$ cat src/rtl/demux14_pkg.sv
// demux14_pkg: shared definitions for the 1-to-4 sequential lane demux.
//   NUM_LANES          - lanes per assembled word
//   MODE_RR/MODE_ADDR  - fill-mode encodings on the mode input
//   asm_state_t        - assembly FSM state type
//   popcount4          - number of set bits in a 4-bit lane mask
package demux14_pkg;

   localparam int NUM_LANES = 4;

   localparam logic MODE_RR   = 1'b0;
   localparam logic MODE_ADDR = 1'b1;

   typedef enum logic {
      EMPTY,
      FILL
   } asm_state_t;

   function automatic logic [2:0] popcount4(input logic [3:0] m);
      return 3'(m[0]) + 3'(m[1]) + 3'(m[2]) + 3'(m[3]);
   endfunction

endpackage

$ cat src/rtl/demux14_outbuf.sv
// demux14_outbuf: one-entry output register with a valid/ready handshake.
//   clk, rst_n  - clock, asynchronous active-low reset
//   load        - a complete word is offered this cycle
//   load_word   - the complete word
//   out_ready   - consumer takes y this cycle
//   y           - held output word
//   out_valid   - y holds a complete word
module demux14_outbuf #(
   parameter int WORD_W = 4
) (
   input  logic              clk,
   input  logic              rst_n,
   input  logic              load,
   input  logic [WORD_W-1:0] load_word,
   input  logic              out_ready,
   output logic [WORD_W-1:0] y,
   output logic              out_valid
);

   // NOTE: state registers use non-blocking assignments so every flop
   // samples the pre-edge values, independent of statement order.
   always_ff @(posedge clk or negedge rst_n) begin
      if (!rst_n) begin
         y         <= '0;
         out_valid <= 1'b0;
      end else if (load) begin
         // A new word wins over a drain on the same edge, so the slot
         // stays full and never shows a bubble.
         y         <= load_word;
         out_valid <= 1'b1;
      end else if (out_valid && out_ready) begin
         // y keeps its last value; only the valid flag drops.
         out_valid <= 1'b0;
      end
   end

endmodule

$ cat src/rtl/demux14_seq.sv
// demux14_seq: collects LANE_W-bit inputs into a 4-lane word and hands it
// to a one-entry output buffer.
//   mode      - 0 round-robin fill, 1 addressed fill (latched at word start)
//   s         - target lane in addressed mode
//   i         - lane data, qualified by in_valid / in_ready
//   flush     - discard the partial word (output buffer untouched)
//   y         - assembled word, lane k at [k*LANE_W +: LANE_W]
//   out_valid - y complete, taken when out_ready is high
//   lane_cnt  - distinct lanes filled in the partial word
module demux14_seq
   import demux14_pkg::*;
#(
   parameter int LANE_W = 1
) (
   input  logic                          clk,
   input  logic                          rst_n,
   input  logic                          mode,
   input  logic [1:0]                    s,
   input  logic [LANE_W-1:0]             i,
   input  logic                          in_valid,
   output logic                          in_ready,
   input  logic                          flush,
   output logic [NUM_LANES*LANE_W-1:0]   y,
   output logic                          out_valid,
   input  logic                          out_ready,
   output logic [2:0]                    lane_cnt
);

   localparam int WORD_W = NUM_LANES * LANE_W;

   asm_state_t        state_q, state_d;
   logic              mode_q, mode_d;
   logic [1:0]        idx_q, idx_d;
   logic [3:0]        mask_q, mask_d;
   logic [WORD_W-1:0] asm_q, asm_d;
   logic [2:0]        cnt_q, cnt_d;

   logic              accept;
   logic              eff_mode;
   logic [1:0]        lane;
   logic [3:0]        mask_n;
   logic [2:0]        cnt_n;
   logic [WORD_W-1:0] word;
   logic              complete;

   // Stall only while a finished word is waiting and not being taken, so a
   // drain and a new accept may share an edge.
   assign in_ready = !flush && !(out_valid && !out_ready);
   assign accept   = in_valid && in_ready;
   assign lane_cnt = cnt_q;

   always_comb begin
      // NOTE: every always_comb output gets a default first so no path
      // leaves it unassigned, which would infer a latch.
      state_d  = state_q;
      mode_d   = mode_q;
      idx_d    = idx_q;
      mask_d   = mask_q;
      asm_d    = asm_q;
      cnt_d    = cnt_q;
      complete = 1'b0;
      mask_n   = mask_q;
      cnt_n    = cnt_q;
      word     = asm_q;

      // Mode is sampled only on the first accept of a word.
      eff_mode = (state_q == EMPTY) ? mode : mode_q;
      lane     = (eff_mode == MODE_ADDR) ? s : idx_q;

      if (flush) begin
         state_d = EMPTY;
         idx_d   = '0;
         mask_d  = '0;
         asm_d   = '0;
         cnt_d   = '0;
      end else if (accept) begin
         mode_d = eff_mode;
         word[int'(lane)*LANE_W +: LANE_W] = i;
         if (eff_mode == MODE_ADDR) begin
            mask_n   = mask_q | (4'b0001 << s);
            cnt_n    = popcount4(mask_n);
            complete = &mask_n;
         end else begin
            cnt_n    = {1'b0, idx_q} + 3'd1;
            complete = (idx_q == 2'd3);
         end

         if (complete) begin
            // Word leaves for the output buffer; restart from all-zero lanes.
            state_d = EMPTY;
            idx_d   = '0;
            mask_d  = '0;
            asm_d   = '0;
            cnt_d   = '0;
         end else begin
            state_d = FILL;
            asm_d   = word;
            mask_d  = mask_n;
            cnt_d   = cnt_n;
            if (eff_mode == MODE_RR) idx_d = idx_q + 2'd1;
         end
      end
   end

   always_ff @(posedge clk or negedge rst_n) begin
      if (!rst_n) begin
         state_q <= EMPTY;
         mode_q  <= MODE_RR;
         idx_q   <= '0;
         mask_q  <= '0;
         asm_q   <= '0;
         cnt_q   <= '0;
      end else begin
         state_q <= state_d;
         mode_q  <= mode_d;
         idx_q   <= idx_d;
         mask_q  <= mask_d;
         asm_q   <= asm_d;
         cnt_q   <= cnt_d;
      end
   end

   demux14_outbuf #(
      .WORD_W (WORD_W)
   ) u_outbuf (
      .clk       (clk),
      .rst_n     (rst_n),
      .load      (complete),
      .load_word (word),
      .out_ready (out_ready),
      .y         (y),
      .out_valid (out_valid)
   );

endmodule

$ cat config.mk
export PLATFORM = sky130hd
export DESIGN_NAME = demux14_seq
export DESIGN_NICKNAME = d
export VERILOG_FILES = /design/src/rtl/demux14_pkg.sv /design/src/rtl/demux14_outbuf.sv /design/src/rtl/demux14_seq.sv
export SDC_FILE = /design/constraint.sdc
export NUM_CORES = 1
export LEC_CHECK = 0
export ABC_CLOCK_PERIOD_IN_PS = 2500
export CORE_UTILIZATION = 53
export CTS_CLUSTER_DIAMETER = 40
export DETAILED_ROUTE_END_ITERATION = 16
export PLACE_DENSITY = 0.86
export SYNTH_ARGS = -nofsm -noshare
export SYNTH_HDL_FRONTEND = slang
export SYNTH_SLANG_ARGS = --single-unit
$ cat constraint.sdc
create_clock -name clk -period 2.5 [get_ports clk]
set_clock_uncertainty 0.2 [all_clocks]
set_input_delay 0.625 -clock clk [delete_from_list [all_inputs] [get_ports clk]]
set_output_delay 0.625 -clock clk [all_outputs]
set_load 0.005 [all_outputs]
* After elaboration in Yosys (flattened, before gate mapping)
Cells that the tools add are included.
** Cells by class
- Add/sub/neg operators :: 6
- Equality and inequality tests :: 2
- Shift-type cells :: 3
- Multiplexer cells :: 30
- Bitwise logic cells :: 2
- Reductions and logical operators :: 14
** Operator list (number)
- $mux W4 :: 9
- $neg A2 Y33 :: 1
- $shift A1 B33 Y4 const A :: 1
- $shiftx A1 B33 Y4 :: 1
- $mux W3 :: 4
- $mux W1 :: 11
- $mux W2 :: 5
- $reduce_and A2 Y1 :: 3
- $bwmux W4 :: 1
- $logic_and A1 B1 Y1 :: 4
- $or A4 B4 Y4 :: 1
- $reduce_and A4 Y1 :: 1
- $reduce_bool A2 Y1 :: 2
- $shl A1 B2 Y4 const A :: 1
- $add A2 B1 Y3 :: 1
- $add A2 B1 Y3 const B :: 1
- $add A3 B1 Y3 :: 1
- $logic_not A1 Y1 :: 3
- $ne A3 B2 Y1 const B :: 1
- $reduce_bool A3 Y1 :: 1
- $add A1 B1 Y2 :: 1
- $add A2 B1 Y2 const B :: 1
- $eq A2 B2 Y1 const B :: 1
- $not A1 Y1 :: 1
** Storage, ports and cells
- Register bits after elaboration :: 20
- Input port bits :: 9
- Output and inout port bits :: 9
- Word-level logic and storage cells :: 65

* Longest topological paths before layout
Gate-level depths: netlist of the first run.
- Depth after elaboration :: 10
- Depth in mapped cells :: 9

* Cells and area by module
From an unflattened synthesis of the first run, not the netlist that was laid out.
** Second synthesis, totals
- Cells, all modules :: 127
- Area total of the unflattened synthesis :: 1247.4 µm²
** Modules (own cells, without submodules)
- demux14_seq :: times used 1, cells an instance 116, area each 1064.8 µm², seq. area each 375.4 µm²
- demux14_outbuf :: times used 1, cells an instance 11, area each 182.7 µm², seq. area each 125.1 µm²

* Least setup slack after synthesis of the first run
Ideal clock, no wire load.
- Kind :: in2reg
- Start point :: input s[1]
- End point :: register cnt_q[1] (netlist: lane_cnt[1])
- Setup time :: 0.135 ns
- Data arrival time :: 2.049 ns
- Required time :: 2.165 ns
- Slack :: 0.116 ns
- Stages on the path :: 7
- Path buffers :: 0
- Path through :: nor2_1 > or2_2 > fa_1 > ha_1 > ha_1 > a21oi_1 > o21ai_0
** On the way
- Word-level cells in the longest chain between the ends :: 9
- Elaborated cells on any way between the ends :: 13
- Classes of those cells :: add/sub (3); shift (1); mux (7); bitwise (1); reduce/logical (1)
** Ends and longest elaborated chain
- start, declared :: RTL line demux14_seq.sv:18 : input logic [1:0] s,
- $shl A1 B2 Y4 (*) :: RTL line demux14_seq.sv:80 : mask_n = mask_q | (4'b0001 << s);
- $or A4 B4 Y4 (*) :: RTL line demux14_seq.sv:80
- $add A1 B1 Y2 or $reduce_and A4 Y1 (tied branches) :: RTL line demux14_pkg.sv:19, demux14_seq.sv:82
- $add A2 B1 Y3 or $mux W1 (tied branches) :: RTL line demux14_pkg.sv:19, demux14_seq.sv:79
- $add A3 B1 Y3 or $mux W1 (tied branches) :: RTL line demux14_pkg.sv:19, demux14_seq.sv:76
- $mux W3 or $mux W1 (tied branches) :: RTL line demux14_seq.sv:79, demux14_seq.sv:70
- $mux W3 (*) :: RTL line demux14_seq.sv:88 : if (complete) begin
- $mux W3 (*) :: RTL line demux14_seq.sv:76 : end else if (accept) begin
- $mux W3 (*) :: RTL line demux14_seq.sv:70 : if (flush) begin
- end signal, assigned :: RTL line demux14_seq.sv:119 : cnt_q <= cnt_d;
- end, declared :: RTL line demux14_seq.sv:36 : logic [2:0] cnt_q, cnt_d;
Mark *: on every way between the ends. The rest lies on a longest branch, timed or not. The select of a mux whose other input is x is not followed.
A chain may end at the register's enable or synchronous reset.

* Worst setup path in the final report of the first run
- Start point :: input flush
- End point :: register u_outbuf.y[2]
** On the way
- Word-level cells in the longest chain between the ends :: 5
- Elaborated cells on any way between the ends :: 7
- Classes of those cells :: mux (4); reduce/logical (3)
** Ends and longest elaborated chain
- start, declared :: RTL line demux14_seq.sv:22 : input logic flush,
- $logic_not A1 Y1 :: RTL line demux14_seq.sv:48 : assign in_ready = !flush && !(out_valid && !out_ready);
- $logic_and A1 B1 Y1 :: RTL line demux14_seq.sv:48
- $logic_and A1 B1 Y1 :: RTL line demux14_seq.sv:49 : assign accept = in_valid && in_ready;
- $mux W4 or $mux W1 (tied branches) :: RTL line demux14_seq.sv:76
- $mux W4 or $mux W1 (tied branches) :: RTL line demux14_seq.sv:70
- end signal, assigned :: RTL line demux14_outbuf.sv:29 : y <= load_word;
- end, declared :: RTL line demux14_outbuf.sv:16 : output logic [WORD_W-1:0] y,
Several ways; a longest one is shown, not always the timed one.

==> results of run 1 <==
-- tightest hold or removal path, stage by stage (launching register included) --
cell and delay (ns):
dfrtp_1 0.37, nand2_1 0.05, o21ai_0 0.07
-- area by class of cell --
cell class,instances,area (um^2)
repair buffers,43,364
clock inverters,1,30.0
fillers,101,319
multi-input cells,88,751
inverters,11,41.3
clock buffers,3,22.5
flip-flops and latches,20,500
well taps,27,33.8
-- worst max path at each step --
stage,start,end,cells after the start
after floorplan,s[1],lane_cnt[1],7
after global placement,s[1],lane_cnt[1],8
after detailed placement,s[1],lane_cnt[1],8
after CTS,mode,asm_q[0],10
after global routing,mode,asm_q[2],8
final,flush,u_outbuf.y[2],12
-- stage by stage --
stage / std cells / setup TNS, ns / hold slack [ns] / area (um^2) / setup WS [ns]
CTS: 193 / 0 / 0.303 / 1680 / 0.0152
finish: 193 / -0.00786 / 0.311 / 1740 / -0.00786
global route: 193 / -0.102 / 0.338 / 1740 / -0.0557
detailed placement: 183 / -4.97 / 0.274 / 1560 / -0.481
global placement: 183 / -3.62 / 0.263 / 1560 / -0.398
floorplan: 120 / 0 / 0.129 / 1210 / 0.116
-- cell usage in the layout (no fill, tap or decap), drive strengths merged, types with 6 or more instances in the layout --
| master | netlist | routed |
|---|---|---|
| a21oi | 6 | 6 |
| nand2 | 13 | 13 |
| inv | 11 | 11 |
| dfrtp | 20 | 20 |
| nor3 | 6 | 6 |
| mux2i | 6 | 6 |
| clkdlybuf4s50 | 0 | 13 |
| o21ai | 8 | 8 |
| buf | 0 | 26 |
| ha | 7 | 7 |
| nor2 | 9 | 9 |
-- flip-flops by register name, summed over array words and instances, names as in the netlist --
name,cells
asm_q,4
idx_q,2
lane_cnt,3
mask_q,4
mode_q,1
state_q,1
u_outbuf.out_valid,1
u_outbuf.y,4
-- logic make-up after synthesis --
logic type | Yosys count | share of synthesized area
DFF | 20 | 0.413
AOI/OAI and AO/OA | 32 | 0.195
muxes | 9 | 0.0970
and+or+nand+nor | 39 | 0.169
adders and majority gates | 8 | 0.0887
buffers and inverters | 12 | 0.0371
-- timing repair --
item,4_1_cts,5_1_grt
pin swaps,4,1
hold endpoints to repair,0,0
resized for setup,11,14
buffers inserted,6,0
setup endpoints to repair,10,12
-- power by group through the flow --
stage	combinational, mW	sequential (mW)	clock (mW)
2_1_floorplan	0.120	0.378	0
3_3_place_gp	0.230	0.378	0
3_5_place_dp	0.240	0.380	0
4_1_cts	0.257	0.374	0.273
5_1_grt	0.306	0.380	0.286
6_report	0.287	0.377	0.273
-- per-layer routing --
metal  global-route usage  vias up  part of all wire
met5                    0        -                 0
met3               0.0494       17             0.059
met4                0.152        0             0.035
met2                0.543       58              0.51
li1                     -      518                 -
met1                0.344      568              0.40
==> flow_summary.yaml, run 1 <==
cts:
  root_buffer: "clkbuf_4"
  cts_buffer_depth: 2
  clock_latency_ns: 0.33
  cts.clk_slew.worst_paths_ns: 0.12
  ctsHoldBuffers: 0
  numCtsBuffers: 3
  cts.sinks: 20
  htreeDepth: 1
  cts_tree: "done"
power_and_ir_drop:
  power_frac_comb: 0.307
  internal-power_mw: 0.656
  power.share.clock: 0.291
  p_switching_mw: 0.280
  seq_power_share: 0.402
  p_leak_nw: 0.834
  p_per_area_nw_per_um2: 537
  netSwitchingFraction: 0.299
  power.total_mw: 0.937
  ir_worst_vdd_mv: 0.540
synthesis:
  yosysMostFrequentCell: "dfrtp_1"
  yosys_warnings: 0
  synth.top_cell.area_share: 0.413
  syn_area_um2: 1210
  synthTopCellsByCount: "dfrtp_1, nand2_1, inv_1"
  synth-seq-area-share: 0.413
  synthTopCellsByArea: "dfrtp_1, ha_1, mux2i_1"
  ys.flop_type: "dfrtp_1"
  synth_edf_count: 0
  synth_area_per_cell_um2: 10.1
  post_synth_num_cell_types: 38
  synth_cells: 120
  yosys.area.top_type: "dfrtp_1"
  synth_nets: 137
  ys_ff_latch: 20
  synthArstFlopShare: 1.00
floorplanning:
  dieArea_um2: 2480
  die_w_um: 49.8
  start_util: 0.588
  coreArea_um2: 2060
  die_h_um: 49.8
  rows: 16
  pin_count: 18
sta:
  tightest_slew_ns: 0.383
  finalCritPeriodShare: 1.00
  timing.final.ws_setup_ns: -0.00786
  fmax_mhz: 399
  report.final.slew_viol_count: 0
  relSlewSlack: 0.742
  hold_violations: 0
  post-route-min-period_ns: 2.51
  setup_viol: 1
layout:
  syn_to_final_growth_pct: 43.8
  n_antenna_cell: 0
  drive_gt1_frac: 0.361
  fin_util: 0.845
  nets: 184
worst_setup_path:
  cp_num_buf_inv: 8
  cpLargestDelayFamily: "buffers and inverters"
  critical-path-slowest-cell: "clkdlybuf4s50_1"
  worstPathMaxFanout: 6
  crit_chain: "clkdlybuf4s50_1 > nor2_2 > buf_4 > buf_4 > buf_4 > buf_4 > buf_4 > buf_4 > nand2_8 > nor2_8 > buf_4 > mux2i_1"
  worstSetupPathType: "in2reg"
  reg2reg_depth: 7
  cp.arrival_ns: 2.56
  cp_common_cell: "buf_4"
  slowest_delay_ns: 0.46
  end_kind: "flip-flop"
  r2r_setup_slack_ns: 0.21
  timing.rr.start: "state_q"
  crit_path_start_kind: "input pin"
  reg2reg_to: "u_outbuf.y[2]"
  crit_required_ns: 2.55
hold_path:
  min_from: "asm_q[3]"
  hold_class: "reg2reg"
  whs_path_depth: 2
  min_to: "asm_q[3]"
flow_run:
  cap_violations: 0
place:
  gp_congestion: 0.841
  dp_hpwl_mm: 2.25
  numPortBuffers: 17
global_route:
  first_global_vias: 1170
  grt_pass1_wl_mm: 5.44
  grtUsageTotal: 0.303
  antenna_found_initial: 0
  grt_overflow_total: 0
  grt_max_degree: 21
detailed_routing:
  ant_nets: 0
  drc: 0
  wirelength_mm: 3.88
  drt_first_iter_violations: 71
  wl_per_cell_um: 20.1
  vias_per_cell: 6.02
  first_pass_iters: 4
  vias: 1161
run_status:
  failed_checks: "setup timing"
  outcome: "finished with violations"
Note: power is estimated with default switching activity, not from simulation.
==> run 2, diff against run 1 <==
--- a/config.mk
+++ b/config.mk
@@ -8,5 +8,4 @@
 export ABC_CLOCK_PERIOD_IN_PS = 2500
 export CORE_UTILIZATION = 53
-export CTS_CLUSTER_DIAMETER = 40
 export DETAILED_ROUTE_END_ITERATION = 16
 export PLACE_DENSITY = 0.86
==> constraint.sdc (replaced) <==
create_clock -name clk -period 2.5 [get_ports clk]
set_clock_uncertainty 0.2 [all_clocks]
set_input_delay 0.625 -clock clk [delete_from_list [all_inputs] [get_ports clk]]
set_output_delay 0.625 -clock clk [all_outputs]
set_load 0.1 [all_outputs]
==> flow_summary.yaml, run 2 (same netlist as run 1, synthesis figures left out) <==
sta:
  report.final.slew_viol_count: 0
  hold_violations: 0
  fmax_mhz: 414
  post-route-min-period_ns: 2.42
  timing.final.ws_setup_ns: 0.0829
  rsz0062_at_grt: "false"
  tightest_slew_ns: 0.391
  setup_tns_ns: 0
  relSlewSlack: 0.739
  hold_ws_ns: 0.285
  setup_viol: 0
  finalCritPeriodShare: 0.967
floorplanning:
  start_util: 0.588
  coreArea_um2: 2060
  pin_count: 18
  rows: 16
  die_w_um: 49.8
  dieArea_um2: 2480
  die_h_um: 49.8
flow_run:
  cap_violations: 0
detailed_routing:
  vias_per_cell: 5.69
  vias: 1076
  drt_first_iter_violations: 20
  drc: 0
  first_pass_iters: 4
  ant_nets: 0
  wl_per_cell_um: 15.9
  wirelength_mm: 3.01
global_route:
  grtUsageTotal: 0.282
  grt_max_degree: 21
  first_global_vias: 1117
  grt_overflow_total: 0
  antenna_found_initial: 0
  grt_pass1_wl_mm: 5.10
cts:
  htreeDepth: 1
  clock_latency_ns: 0.30
  root_buffer: "clkbuf_4"
  cts_buffer_depth: 2
  cts_tree: "done"
  cts.sinks: 20
  cts.clk_slew.worst_paths_ns: 0.10
  ctsHoldBuffers: 0
  numCtsBuffers: 3
place:
  gp_congestion: 0.825
  numPortBuffers: 17
  dp_hpwl_mm: 2.28
  place_inst: 184
  place_ws_ns: -0.472
worst_setup_path:
  crit_path_start_kind: "input pin"
  end_kind: "output port"
  crit_chain: "clkdlybuf4s50_1 > nor2b_1 > nor2_4 > buf_12"
  slowest_delay_ns: 0.42
  cp.arrival_ns: 1.59
  worstSetupPathType: "in2out"
  worstPathMaxFanout: 2
  cpLargestDelayFamily: "buffers and inverters"
  critical-path-slowest-cell: "clkdlybuf4s50_1"
  r2r_setup_slack_ns: 0.18
  cp_num_buf_inv: 2
  crit_required_ns: 1.67
layout:
  final_common_cell: "buf_4"
  n_antenna_cell: 0
  fin_util: 0.787
  largest_registers: "asm_q x4, mask_q x4, u_outbuf.y x4"
  drive_gt1_frac: 0.340
  syn_to_final_growth_pct: 33.8
  mostFrequentLayoutCells: "buf_4, dfrtp_1, nand2_1"
  instances_no_fill: 189
  nets: 180
run_status:
  outcome: "completed"
hold_path:
  hold_class: "reg2reg"
power_and_ir_drop:
  ir_worst_vdd_mv: 0.445
  p_per_area_nw_per_um2: 568
  p_leak_nw: 0.800
[run 2: cell count changes in the layout (fill, tap and decap cells not counted), moves of 2 or more]
cell,change
clkdlybuf4s50_1,-8
buf_4,+3
nor3_1,+3
nor2_2,-2
nor3_2,-2
[run 2: worst min-delay path, stage by stage (launching register included)]
cell     delay, ns
dfrtp_1       0.35
nand2_1       0.04
o21ai_0       0.06
[run 2: final cells by class]
class                   instances  area (um^2)
clock buffers                   4         26.3
flip-flops and latches         20          502
inverters                      11         41.3
well taps                      27         33.8
fillers                       135          439
multi-input cells              88          694
repair buffers                 39          325
[run 2: repair_timing]
| item | 4_1_cts | 5_1_grt |
|---|---|---|
| setup endpoints to repair | 9 | 0 |
| setup buffers | 1 | 0 |
| gates resized for setup | 10 | 0 |
[run 2: path summary, 6_finish.rpt]
path,startpoint,end,cells after the start
worst max-delay path,out_ready,in_ready,4
worst min register to register,asm_q[2],asm_q[2],2
min in group asynchronous,rst_n,lane_cnt[2],2
max in group asynchronous,rst_n,asm_q[3],2
worst min-delay path,asm_q[2],asm_q[2],2
worst max register to register,state_q,u_outbuf.y[1],9
[run 2: routing by layer]
metal / vias up / track usage / routed length (um)
li1: 512 / - / -
met1: 527 / 0.342 / 1270
met2: 31 / 0.495 / 1550
met3: 6 / 0.0463 / 143
met4: 0 / 0.110 / 37
met5: - / 0 / 0
[run 2: power breakdown]
| group | leakage, nW | total, mW | internal (mW) | switching, mW |
|---|---|---|---|---|
| Sequential | 0.258 | 0.376 | 0.350 | 0.0254 |
| Clock | 0.0150 | 0.162 | 0.0621 | 0.0996 |
| Combinational | 0.526 | 0.384 | 0.135 | 0.250 |
| Total | 0.800 | 0.922 | 0.547 | 0.375 |
[run 2: through the flow]
step           total power, mW  instance area (um^2)
2_1_floorplan            0.618                  1220
3_3_place_gp             0.733                  1570
3_5_place_dp             0.749                  1570
4_1_cts                  0.919                  1620
5_1_grt                  0.969                  1620
6_report                 0.922                  1620
